[config.mk]
export PLATFORM = sky130hd
export DESIGN_NAME = train_ctrl
export DESIGN_NICKNAME = d
export VERILOG_FILES = /design/src/rtl/train_ctrl.sv
export SDC_FILE = /design/constraint.sdc
export NUM_CORES = 1
export LEC_CHECK = 0
export CAP_MARGIN = 20
export CORE_ASPECT_RATIO = 0.7
export CORE_UTILIZATION = 48
export DETAILED_ROUTE_END_ITERATION = 10
export PLACE_DENSITY = 0.95
export SETUP_SLACK_MARGIN = 0.4
export SYNTH_ARGS = -nofsm -noshare
export SYNTH_HDL_FRONTEND = slang
export SYNTH_SLANG_ARGS = --single-unit
[constraint.sdc]
create_clock -name clk -period 8.55 [get_ports clk]
set_input_delay 1.71 -clock clk [delete_from_list [all_inputs] [get_ports clk]]
set_output_delay 1.71 -clock clk [all_outputs]
set_load 0.005 [all_outputs]
[src/rtl/train_ctrl.sv]
// Training-run sequencer: fetches samples, drives them into the cost array,
// accumulates a saturated batch cost and issues weight-update strobes per batch.
module train_ctrl #(
    parameter int unsigned N_IN     = 2,
    parameter int unsigned N_OUT    = 2,
    parameter int unsigned WIDTH    = 32,
    parameter int unsigned BATCH    = 4,
    parameter int unsigned N_EPOCH  = 8,
    parameter int unsigned PIPE_LAT = 4,
    localparam int unsigned IDX_W   = (BATCH > 1) ? $clog2(BATCH) : 1,
    localparam int unsigned EP_W    = (N_EPOCH > 1) ? $clog2(N_EPOCH) : 1
) (
    input  logic                     clk,
    input  logic                     rst_n,
    input  logic                     start,
    output logic                     busy,
    output logic                     done,
    output logic                     smp_req,
    output logic [IDX_W-1:0]         smp_idx,
    input  logic                     smp_vld,
    input  logic [N_IN*WIDTH-1:0]    smp_k,
    input  logic [N_OUT*WIDTH-1:0]   smp_t,
    output logic [N_IN*WIDTH-1:0]    o_k,
    output logic [N_OUT*WIDTH-1:0]   o_t,
    output logic                     load,
    output logic                     accu,
    output logic                     rst_btch,
    output logic                     wr,
    input  logic [WIDTH-1:0]         i_cost,
    output logic [EP_W-1:0]          epoch,
    output logic [WIDTH-1:0]         cost_sum
);

    localparam int unsigned CNT_W = (PIPE_LAT > 1) ? $clog2(PIPE_LAT) : 1;

    typedef enum logic [2:0] {
        IDLE  = 3'd0,
        CLR   = 3'd1,
        FETCH = 3'd2,
        LOAD  = 3'd3,
        WAIT  = 3'd4,
        ACCU  = 3'd5,
        UPD   = 3'd6,
        FIN   = 3'd7
    } state_t;

    state_t           state;
    logic [CNT_W-1:0] wait_cnt;
    logic [WIDTH:0]   sum_ext;
    logic [WIDTH-1:0] sum_sat;

    // Signed add with one guard bit; clamp when the guard and sign bits disagree.
    always_comb begin
        sum_ext = {cost_sum[WIDTH-1], cost_sum} + {i_cost[WIDTH-1], i_cost};
        sum_sat = sum_ext[WIDTH-1:0];
        if (sum_ext[WIDTH] != sum_ext[WIDTH-1]) begin
            sum_sat = sum_ext[WIDTH] ? {1'b1, {(WIDTH-1){1'b0}}}
                                     : {1'b0, {(WIDTH-1){1'b1}}};
        end
    end

    // Sequencer; each strobe is set on entry to its state so it is registered and one cycle wide.
    always_ff @(posedge clk or negedge rst_n) begin
        if (!rst_n) begin
            state    <= IDLE;
            busy     <= 1'b0;
            done     <= 1'b0;
            smp_req  <= 1'b0;
            smp_idx  <= '0;
            o_k      <= '0;
            o_t      <= '0;
            load     <= 1'b0;
            accu     <= 1'b0;
            rst_btch <= 1'b0;
            wr       <= 1'b0;
            epoch    <= '0;
            cost_sum <= '0;
            wait_cnt <= '0;
        end else begin
            load     <= 1'b0;
            accu     <= 1'b0;
            rst_btch <= 1'b0;
            wr       <= 1'b0;
            done     <= 1'b0;
            case (state)
                IDLE: begin
                    if (start) begin
                        state    <= CLR;
                        busy     <= 1'b1;
                        epoch    <= '0;
                        smp_idx  <= '0;
                        rst_btch <= 1'b1;
                    end
                end
                CLR: begin
                    cost_sum <= '0;
                    smp_req  <= 1'b1;
                    state    <= FETCH;
                end
                FETCH: begin
                    if (smp_vld) begin
                        o_k     <= smp_k;
                        o_t     <= smp_t;
                        smp_req <= 1'b0;
                        load    <= 1'b1;
                        state   <= LOAD;
                    end
                end
                LOAD: begin
                    wait_cnt <= CNT_W'(PIPE_LAT - 1);
                    state    <= WAIT;
                end
                WAIT: begin
                    if (wait_cnt == '0) begin
                        accu  <= 1'b1;
                        state <= ACCU;
                    end else begin
                        wait_cnt <= wait_cnt - CNT_W'(1);
                    end
                end
                ACCU: begin
                    cost_sum <= sum_sat;
                    if (smp_idx == IDX_W'(BATCH - 1)) begin
                        wr    <= 1'b1;
                        state <= UPD;
                    end else begin
                        smp_idx <= smp_idx + IDX_W'(1);
                        smp_req <= 1'b1;
                        state   <= FETCH;
                    end
                end
                UPD: begin
                    if (epoch == EP_W'(N_EPOCH - 1)) begin
                        done  <= 1'b1;
                        state <= FIN;
                    end else begin
                        epoch    <= epoch + EP_W'(1);
                        smp_idx  <= '0;
                        rst_btch <= 1'b1;
                        state    <= CLR;
                    end
                end
                FIN: begin
                    busy  <= 1'b0;
                    state <= IDLE;
                end
                default: begin
                    state <= IDLE;
                    busy  <= 1'b0;
                end
            endcase
        end
    end

endmodule

==> metrics.md, run 1 <==
| Metric | Value |
|---|---|
| Share of cells above drive strength 1 | between 15 and 20% |
| Num CTS Buffers | 17 |
| Top FF cell, synth | dfrtp_1 |
| Gr usage total | 26.9% |
| WP data required | 8850 ps |
| P_int | approximately 0.0029 W |
| Post_cts resized | 0 |
| Crit Path Class | input port to flip-flop |
| Vias | between 7k and 8k |
| FF-to-FF setup slack | about 4900 ps |
| Hold endpoint | o_t[45] |
| DR iter-0 viols | ~650 |
| Syn Std Cell Area | 0.00867 sq mm |
| CORE AREA | 0.0174 sq mm |
| Total congestion overflow | 0 |
| Die ar. | around 0.019 sq mm |
| Post-CTS Setup Repair Bufs | 0 |
| Pre-antenna DRT Iters | 6 |
| Met1 Use GR | between 30% and 40% |
| Reg power frac | between 30% and 40% |
| CTS tree | built |
| DPL Wire Length | about 19 mm |
| Synth Area in Compound Gates | around 13% |
| Number of I/O port buffers | 335 |
| Setup TNS | 0 ps |
| RSZ-0062 raised after global routing | no |
| Final setup fails | 0 |
| Area Overhead vs Synth | 47.5% |
| Mux cell area share after synthesis | between 15 and 20% |
| Ranking of synthesized cells by area | dfrtp_1 51%, mux2_2 17%, ha_1 5.2% |
| Reg2reg end | cost_sum[26] |
| Fin. Hold Viols | 0 |
| Path depth of the worst reg2reg path | 10 |
| Leak | about 5.5 nW |
| Minimum clock period | around 4900 ps |
| RePlAce Congestion | 0.948 |
| GR Util met3 | under 10% |
| Layer with the highest usage | met2 |
| Worst Setup End Kind | flip-flop |
| YS warnings | 0 |
| Fin. max-slew vios | 0 |
| Clock Latency Late Sink | about 440 ps |
| H-tree levels | 4 |
| Clock share of power | a little under a fifth |
| CP peak stage delay | around 660 ps |
| Xor/xnor share of the synthesized area | 2.71% |
| Rows | 40 |
| Drt total wl | 25.1 mm |
| Pwr dens | about 330 mW/mm^2 |
| IO Pins | between 300 and 400 |
| Hold path cells | 1 |
| Initial antenna violation count | 0 |
| Main combinational cell family by area after synthesis | multiplexers |
| Die width | around 160 um |
| Layout Nets | 1,278 |
| Maxcap violations | 0 |
| CP max-delay cell | o31ai_4 |
| Synthesized area per cell | approximately 11 sq um |
| Area leader, netlist | dfrtp_1 |
| Vias in the first global route | 7,141 |
| Post-Synth Adder-Cell Area | between 5 and 6% |
| Yosys reg bits | 177 |
| CP startpoint kind | input port |
| Hold WS | between 500 and 600 ps |
| Final Skew | 13.9 ps |
| Largest net degree at the start of global routing | between 100 and 150 |
| Combinational Power Share | 47.4% |
| Worst ir drop on vdd | about 0.18 mV |
| Clk sinks | approximately 180 |
| Worst-path cell chain | clkdlybuf4s50_1 > ha_1 > fa_1 > a211oi_1 > o211ai_2 > a31oi_1 > a221o_1 > a21oi_2 > o31ai_4 > buf_4 > a22oi_1 |
| Mapped Cells | between 700 and 800 |
| CTS max path bufs | 2 |
| Netlist cell types | 64 |
| Diode count | 0 |
| Worst R2R Start | cost_sum[0] |
| Initial Util | between 40 and 50% |
| Hold buffers post-CTS | 0 |
| Post-DRT Antenna Nets | 0 |
| Slew HR | about a third |
| FF/Latch Area | 0.00443 sq mm |
| Global-route wire length before repair | 38.1 mm |
| Vias per cell | 5.48 |
| Asr flop ratio synth | 100% |
| Die span in y | between 100 and 150 um |
| Worst hold path class | flip-flop to flip-flop |
| Worst Path Arrival | between 5000 and 6000 ps |
| Grt met2 use | between 40% and 50% |
| Hold Startpoint | o_t[45] |
| Slew at the pin with the worst max-slew slack | between 1000 and 1500 ps |
| Clock root buffer master | clkbuf_16 |
| Sw Pwr | roughly 0.0014 W |
| Max Clock Freq | 202 MHz |
| Net count after synthesis | about 960 |
| Share of the synthesized area in the top cell type | around half |
| Net Sw Frac | between 30% and 40% |
| Fillcell total | approximately 1.2k |
| Multi-input logic area | 0.00403 sq mm |
| DRC Markers | 0 |
| Final Cycle Share | a little under 60% |
| Sequential share of the synthesized area | just over 50% |
| Routed length per instance | about 19 um |
| Crit-path max FO | 18 |
| Post-synth EDFFs | 0 |
| CTS clk-pin slew, worst paths | about 60 ps |
| Outcome | completed |
| Simple-gate share of the synthesized area | around 8.6% |
==> per-layer routing <==
metal  routed length (um)  vias to the layer above
met2                12100                      343
met5                    0                        -
met4                  655                        0
met3                 2130                       54
met1                10200                     3488
li1                     -                     3349
==> critical path: cells and delay by family <==
kind / cells / cell delay (ps)
compound gates: 7 / 2060
buf+inv: 2 / 780
fa+ha+maj: 2 / 680
==> power groups by stage <==
stage	Clock, W	Combinational [W]	Sequential, W
2_1_floorplan	0	0.000945	0.00146
4_1_cts	0.000799	0.00204	0.00146
6_report	0.000790	0.00203	0.00146
3_3_place_gp	0	0.00195	0.00144
5_1_grt	0.000836	0.00218	0.00151
3_5_place_dp	0	0.00202	0.00148
==> synthesized netlist by cell type, drive strengths merged, types with 2 or more instances <==
| library cell | instances |
|---|---|
| dfrtp | 177 |
| mux2 | 128 |
| nand2 | 67 |
| o21ai | 54 |
| nor2 | 46 |
| a21oi | 43 |
| ha | 36 |
| clkbuf | 28 |
| inv | 16 |
| xor2 | 14 |
| a21o | 12 |
| buf | 12 |
| xnor2 | 12 |
| a211oi | 9 |
| o211ai | 9 |
| a31oi | 8 |
| nand4 | 8 |
| nor3 | 8 |
| nor2b | 7 |
| nand2b | 5 |
| o21bai | 5 |
| a22o | 4 |
| and3 | 4 |
| nand3 | 4 |
| o31ai | 4 |
| a2111oi | 3 |
| a22oi | 3 |
| o21a | 3 |
| or2 | 3 |
| a211o | 2 |
| mux2i | 2 |
| nor3b | 2 |
| o41ai | 2 |
==> cell families after synthesis <==
kind of cell	count (synthesis)
compound gates	170
xor+xnor	26
fa+ha+maj	37
buf+inv	56
flops	177
mux	130
simple gates	162
==> area by class of cell <==
class                      count  share of cell area, %
clock inverter                14                   1.28
tap                          231                   2.26
multi-input combinational    525                   31.5
sequential                   177                   34.6
inverter                      16                  0.469
timing repair buffer         340                   26.5
clock buffer                  17                   3.33
==> state kept, by name, indices dropped and copies added (netlist names) <==
signal    flops
o_k          64
o_t          64
cost_sum     32
epoch         3
state         3
smp_idx       2
wait_cnt      2
accu          1
busy          1
done          1
load          1
rst_btch      1
smp_req       1
wr            1
==> how the worst max path moves through the flow <==
stage / from / endpoint / slack [ps] / depth (start not counted)
5_1_grt: i_cost[0] / cost_sum[26] / 3420 / 11
2_1_floorplan: i_cost[0] / cost_sum[30] / 4390 / 10
3_3_place_gp: i_cost[0] / cost_sum[25] / 3340 / 11
3_5_place_dp: i_cost[0] / cost_sum[25] / 3230 / 11
6_report: i_cost[0] / cost_sum[26] / 3610 / 11
4_1_cts: i_cost[0] / cost_sum[26] / 3660 / 11
==> cells in the final DEF (no fill, tap or decap), types with 17 or more instances in the layout <==
| cell type | count |
|---|---|
| clkdlybuf4s50_1 | 334 |
| dfrtp_1 | 177 |
| mux2_2 | 128 |
| nand2_1 | 67 |
| nor2_1 | 46 |
| a21oi_1 | 42 |
| ha_1 | 36 |
| o21ai_1 | 29 |
| o21ai_0 | 25 |
| clkbuf_16 | 17 |
==> metrics by stage <==
stage	utilization (%)	area (sq um)	setup slack (ps)	std cells	power [W]
after floorplan	-	8670	4390	758	0.00240
after global placement	70.1	12200	3340	1289	0.00339
after detailed placement	70.1	12200	3230	1289	0.00350
after CTS	73.5	12800	3660	1320	0.00430
after global routing	73.5	12800	3420	1320	0.00453
final	73.5	12800	3610	1320	0.00428
Power figures use the tool's default switching activity.
==> run 2, diff against run 1 <==
Settings changed: CORE_UTILIZATION 48 to 40, PLACE_DENSITY 0.95 to 0.86.
Clock period 8.55 ns to 4.4 ns, I/O delays scaled along.
==> metrics.md, run 2 (synthesized netlist as in run 1, its figures left out) <==
| Metric | Value |
|---|---|
| Hold buffers post-CTS | 0 |
| Max Clock Freq | between 200 and 300 MHz |
| Die span in y | about 130 um |
| CP startpoint kind | input port |
| Combinational Power Share | a little under half |
| Met1 WL | approximately 11 mm |
| Share of cells above drive strength 1 | between 10% and 20% |
| Initial antenna violation count | 1 |
| Reg power frac | 34.3% |
| Crit Path Class | input port to flip-flop |
| Worst Path Arrival | ~3900 ps |
| Utilization after layout | 61.5% |
| H-tree levels | 4 |
| Vias | between 7k and 8k |
| Vias in the first global route | between 6k and 7k |
| Levels on crit path | 12 |
| Final Cycle Share | ~80% |
| Worst ir drop on vdd | between 0.3 and 0.4 mV |
| Reg2reg end | cost_sum[4] |
| Path depth of the worst reg2reg path | 11 |
| Metal3 WL | about 1.8 mm |
| Final Skew | roughly 16 ps |
| Setup ws final | roughly 860 ps |
| Num CTS Buffers | 17 |
| FF-to-FF setup slack | 1330 ps |
| Die ar. | approximately 0.022 sq mm |
| Fillcell total | 1,680 |
| Worst setup endpoint | cost_sum[4] |
| Fin. Hold Viols | 0 |
| Slew HR | between 40% and 50% |
| Pwr dens | 640 mW/mm^2 |
| Sw Pwr | about 0.0027 W |
| Clk sinks | 177 |
| CTS max path bufs | 2 |
| Commonest non-fill, non-tap cell in the layout | clkdlybuf4s50_1 |
| Pre-antenna DRT Iters | 5 |
| Clock share of power | between 10% and 20% |
| Hold WS | 494 ps |
| RePlAce Congestion | between 0.9 and 1 |
| Layout Nets | between 1k and 1.5k |
| Critical path startpoint | i_cost[0] |
| IO Pins | roughly 340 |
| Die width | approximately 180 um |
| Clock root buffer master | clkbuf_16 |
| Worst R2R Start | cost_sum[0] |
| Initial Util | around 41% |
| Worst Setup End Kind | flip-flop |
| WP data required | between 4000 and 5000 ps |
| Net Sw Frac | 33.2% |
| DR iter-0 viols | ~390 |
| Slew at the pin with the worst max-slew slack | 765 ps |
| Final setup fails | 0 |
| Number of buffer and inverter stages on the critical path | 2 |
| Worst hold path class | input port to async pin |
| Number of I/O port buffers | 335 |
| Minimum clock period | about 3500 ps |
| Setup TNS | 0 ps |
| Area Overhead vs Synth | 48.8% |
| Leak | 5.49 nW |
| Fin. max-slew vios | 0 |
| Top Registers | o_k x64, o_t x64, cost_sum x32 |
| Commonest cells after routing, fill and taps aside | 334 x clkdlybuf4s50_1, 177 x dfrtp_1, 128 x mux2_2, 67 x nand2_1, 46 x nor2_1 |
| Routed length per instance | between 15 and 20 um |
| Crit-path max FO | 21 |
| Vias per cell | 5.19 |
| Post_cts resized | 0 |
| CTS tree | built |
| Largest net degree at the start of global routing | 130 |
| Outcome | completed |
| RSZ-0062 raised after global routing | no |
| Post-DRT Antenna Nets | 0 |
| Placed cell area | ~0.012 sq mm |
| CP peak stage delay | between 400 and 500 ps |
| CORE AREA | around 0.021 sq mm |
| CP delay by family, top | compound AO/OA/AOI/OAI gates |
| Dpl ws | 480 ps |
| Non-Filler Cell Area, Final | approximately 0.013 sq mm |
| DPL Wire Length | approximately 19 mm |
| P_int | 0.00551 W |
| Global-route wire length before repair | about 38 mm |
| Worst-path cell chain | clkdlybuf4s50_1 > ha_1 > fa_1 > a211oi_1 > o211ai_2 > a31oi_1 > a221o_1 > a21oi_2 > xnor2_2 > buf_4 > nor2_1 > o21ai_1 |
| DR top layer | met4 |
| Clock Latency Late Sink | 420 ps |
| Gr usage total | 22.2% |
| Rows | 44 |
| Routed length on met2 | around 12 mm |
| CTS clk-pin slew, worst paths | about 70 ps |
| DRC Markers | 0 |
| Drt total wl | 24.7 mm |
| Total congestion overflow | 0 |
| Post-CTS Setup Repair Bufs | 0 |
| Maxcap violations | 0 |
| CP max-delay cell | fa_1 |
## run 2: worst min path at each step
stage,startpoint,end,slack [ps],cells past startpoint
2_1_floorplan,wait_cnt[1],wait_cnt[1],480,2
6_report,rst_n,cost_sum[2],490,1
3_3_place_gp,o_t[41],o_t[41],490,1
3_5_place_dp,o_t[22],o_t[22],490,1
5_1_grt,o_t[47],o_t[47],520,1
4_1_cts,o_t[22],o_t[22],510,1
## run 2: per-layer routing
| layer | GRT usage (%) | vias up |
|---|---|---|
| li1 | - | 3369 |
| met1 | 30.0 | 3466 |
| met2 | 35.2 | 264 |
| met3 | 5.54 | 22 |
| met4 | 6.28 | 0 |
| met5 | 0 | - |
## run 2: power groups by stage
stage | logic, W | clock network (W) | registers [W]
floorplan | 0.00184 | 0 | 0.00283
global placement | 0.00383 | 0 | 0.00281
detailed placement | 0.00391 | 0 | 0.00286
CTS | 0.00393 | 0.00155 | 0.00284
global route | 0.00423 | 0.00161 | 0.00293
finish | 0.00391 | 0.00151 | 0.00283
## run 2: through the flow
step | std cells | total power (W)
5_1_grt | 1373 | 0.00876
3_5_place_dp | 1340 | 0.00677
4_1_cts | 1372 | 0.00832
6_report | 1373 | 0.00825
2_1_floorplan | 758 | 0.00467
3_3_place_gp | 1340 | 0.00664
## run 2: cell type report
class	count	area [sq um]	area share, %
inverter	16	60.1	0.466
tap	276	345	2.68
multi-input combinational	525	4020	31.2
antenna	1	2.50	0.0194
sequential	177	4430	34.3
timing repair buffer	346	3450	26.7
clock buffer	18	429	3.33
clock inverter	14	160	1.24
==> run 3, diff against run 2 <==
Settings changed: CORE_UTILIZATION 40 to 44, PLACE_DENSITY 0.86 to 0.89.
Clock period 4.4 ns to 3.62 ns, I/O delays scaled along.
==> metrics.md, run 3 (synthesized netlist as in run 1, its figures left out) <==
| Metric | Value |
|---|---|
| Initial antenna violation count | 0 |
| CP peak stage delay | between 400 and 500 ps |
| Area Overhead vs Synth | 51.8% |
| Setup ws final | 486 ps |
| CTS tree | built |
| Worst-path cell chain | clkdlybuf4s50_1 > ha_1 > buf_4 > o211ai_1 > o211ai_1 > and3_1 > nor2_1 > a21o_2 > buf_4 > o31ai_4 > buf_12 > a22oi_1 |
| Leak | 5.62 nW |
| Num CTS Buffers | 17 |
| Vias per cell | between 5 and 6 |
| Pwr dens | roughly 800 mW/mm^2 |
| Global-route wire length before repair | 40.1 mm |
| Clk sinks | around 180 |
| Initial Util | between 40% and 50% |
| CP max-delay cell | clkdlybuf4s50_1 |
| Worst Path Arrival | 3430 ps |
| CP delay by family, top | compound AO/OA/AOI/OAI gates |
| Worst Setup End Kind | flip-flop |
| CP startpoint kind | input port |
| Final Skew | between 10 and 15 ps |
| Dpl ws | -75.8 ps |
| Clock Latency Late Sink | approximately 430 ps |
| Post-DRT Antenna Nets | 0 |
| Routed length per instance | around 19 um |
| Maxcap violations | 0 |
| Crit-path max FO | 22 |
| WP data required | 3910 ps |
| Fin cells | 1,383 |
| DRC Markers | 0 |
| DPL Wire Length | 19.5 mm |
| Top Registers | o_k x64, o_t x64, cost_sum x32 |
| Final Cycle Share | slightly below 90% |
| Vias | between 7k and 8k |
| Commonest non-fill, non-tap cell in the layout | clkdlybuf4s50_1 |
| Slew at the pin with the worst max-slew slack | 813 ps |
| Multi-input logic area | around 0.0041 sq mm |
| Total congestion overflow | 0 |
| CTS max path bufs | 2 |
| CORE AREA | 0.0191 sq mm |
| Max Clock Freq | around 320 MHz |
| Clock root buffer master | clkbuf_16 |
| Gr usage total | between 20% and 30% |
| Crit Path Class | input port to flip-flop |
| Slew HR | 45.8% |
| Worst ir drop on vdd | about 0.50 mV |
| Drt total wl | roughly 26 mm |
| Utilization after layout | between 60% and 70% |
| Minimum clock period | around 3100 ps |
| Fillcell total | between 1k and 1.5k |
| Die span in y | around 120 um |
| RSZ-0062 raised after global routing | yes |
| Diode count | 0 |
| IO Pins | roughly 340 |
| DR iter-0 viols | a little under 500 |
| CTS clk-pin slew, worst paths | about 80 ps |
| Vias in the first global route | roughly 7.4k |
| Commonest cells after routing, fill and taps aside | 334 x clkdlybuf4s50_1, 177 x dfrtp_1, 128 x mux2_2, 67 x nand2_1, 46 x nor2_1 |
| Die ar. | roughly 0.02 sq mm |
| Pre-antenna DRT Iters | 5 |
| Worst hold path class | input port to async pin |
| H-tree levels | 4 |
| Share of cells above drive strength 1 | 19.4% |
| Final setup fails | 0 |
| Largest net degree at the start of global routing | 77 |
| Die width | between 150 and 200 um |
| Layout Nets | ~1.3k |
| Hold WS | approximately 250 ps |
| FF/Latch Area | 0.00443 sq mm |
| Number of I/O port buffers | ~340 |
| Outcome | completed |
| Number of buffer and inverter stages on the critical path | 4 |
| Fin. Hold Viols | 0 |
| Fin. max-slew vios | 0 |
| RePlAce Congestion | 0.935 |
| Rows | 42 |
| Dpl cells | about 1.4k |
==> run 3: cell count changes in the layout (fill, tap and decap cells not counted), sizes merged <==
cell,before,now
clkinvlp,0,3
buf,12,35
inv,25,22
diode,1,0
==> run 3: path summary, 6_finish.rpt <==
path	from	to	slack, ps	cells past startpoint
max	i_cost[3]	cost_sum[26]	490	12
min	rst_n	o_k[54]	250	1
max reg2reg	cost_sum[3]	cost_sum[26]	820	11
min reg2reg	o_k[19]	o_k[19]	510	1
max in group asynchronous	rst_n	o_t[27]	2300	2
min in group clk	o_k[19]	o_k[19]	510	1
==> run 3: area by class of cell <==
class                   instances  area share [%]
clock buffers                  17            3.23
clock inverters                14            1.07
inverters                      16           0.456
multi-input cells             525            31.0
flip-flops and latches        177            33.6
well taps                     264            2.51
repair buffers                370            28.1
==> run 3: repair_timing <==
item | in CTS | in global routing
buffers inserted | 0 | 1
pin swaps | 0 | 7
cloned | 0 | 1
setup endpoints to repair | 5 | 31
gates resized for setup | 1 | 10
hold buffers | 0 | 0
==> run 3: metal layers <==
metal | global-route usage (%) | wire length [um] | up-vias
met3 | 6.61 | 2150 | 25
met5 | 0 | 0 | -
met2 | 41.5 | 12500 | 318
met4 | 6.87 | 305 | 0
met1 | 34.2 | 11000 | 3664
li1 | - | - | 3421
==> run 3: where the power goes <==
part	internal, W	switching, W	leakage, nW
clock	0.000911	0.000881	0.268
combinational	0.00301	0.00198	3.18
sequential	0.00287	0.000591	2.17
==> run 3: through the flow <==
step           total power, W  setup TNS (ps)  instance area (sq um)
2_1_floorplan         0.00567               0                   8670
3_3_place_gp          0.00820               0                  12500
3_5_place_dp          0.00840            -348                  12500
4_1_cts                0.0102               0                  13100
5_1_grt                0.0108               0                  13200
6_report               0.0102               0                  13200
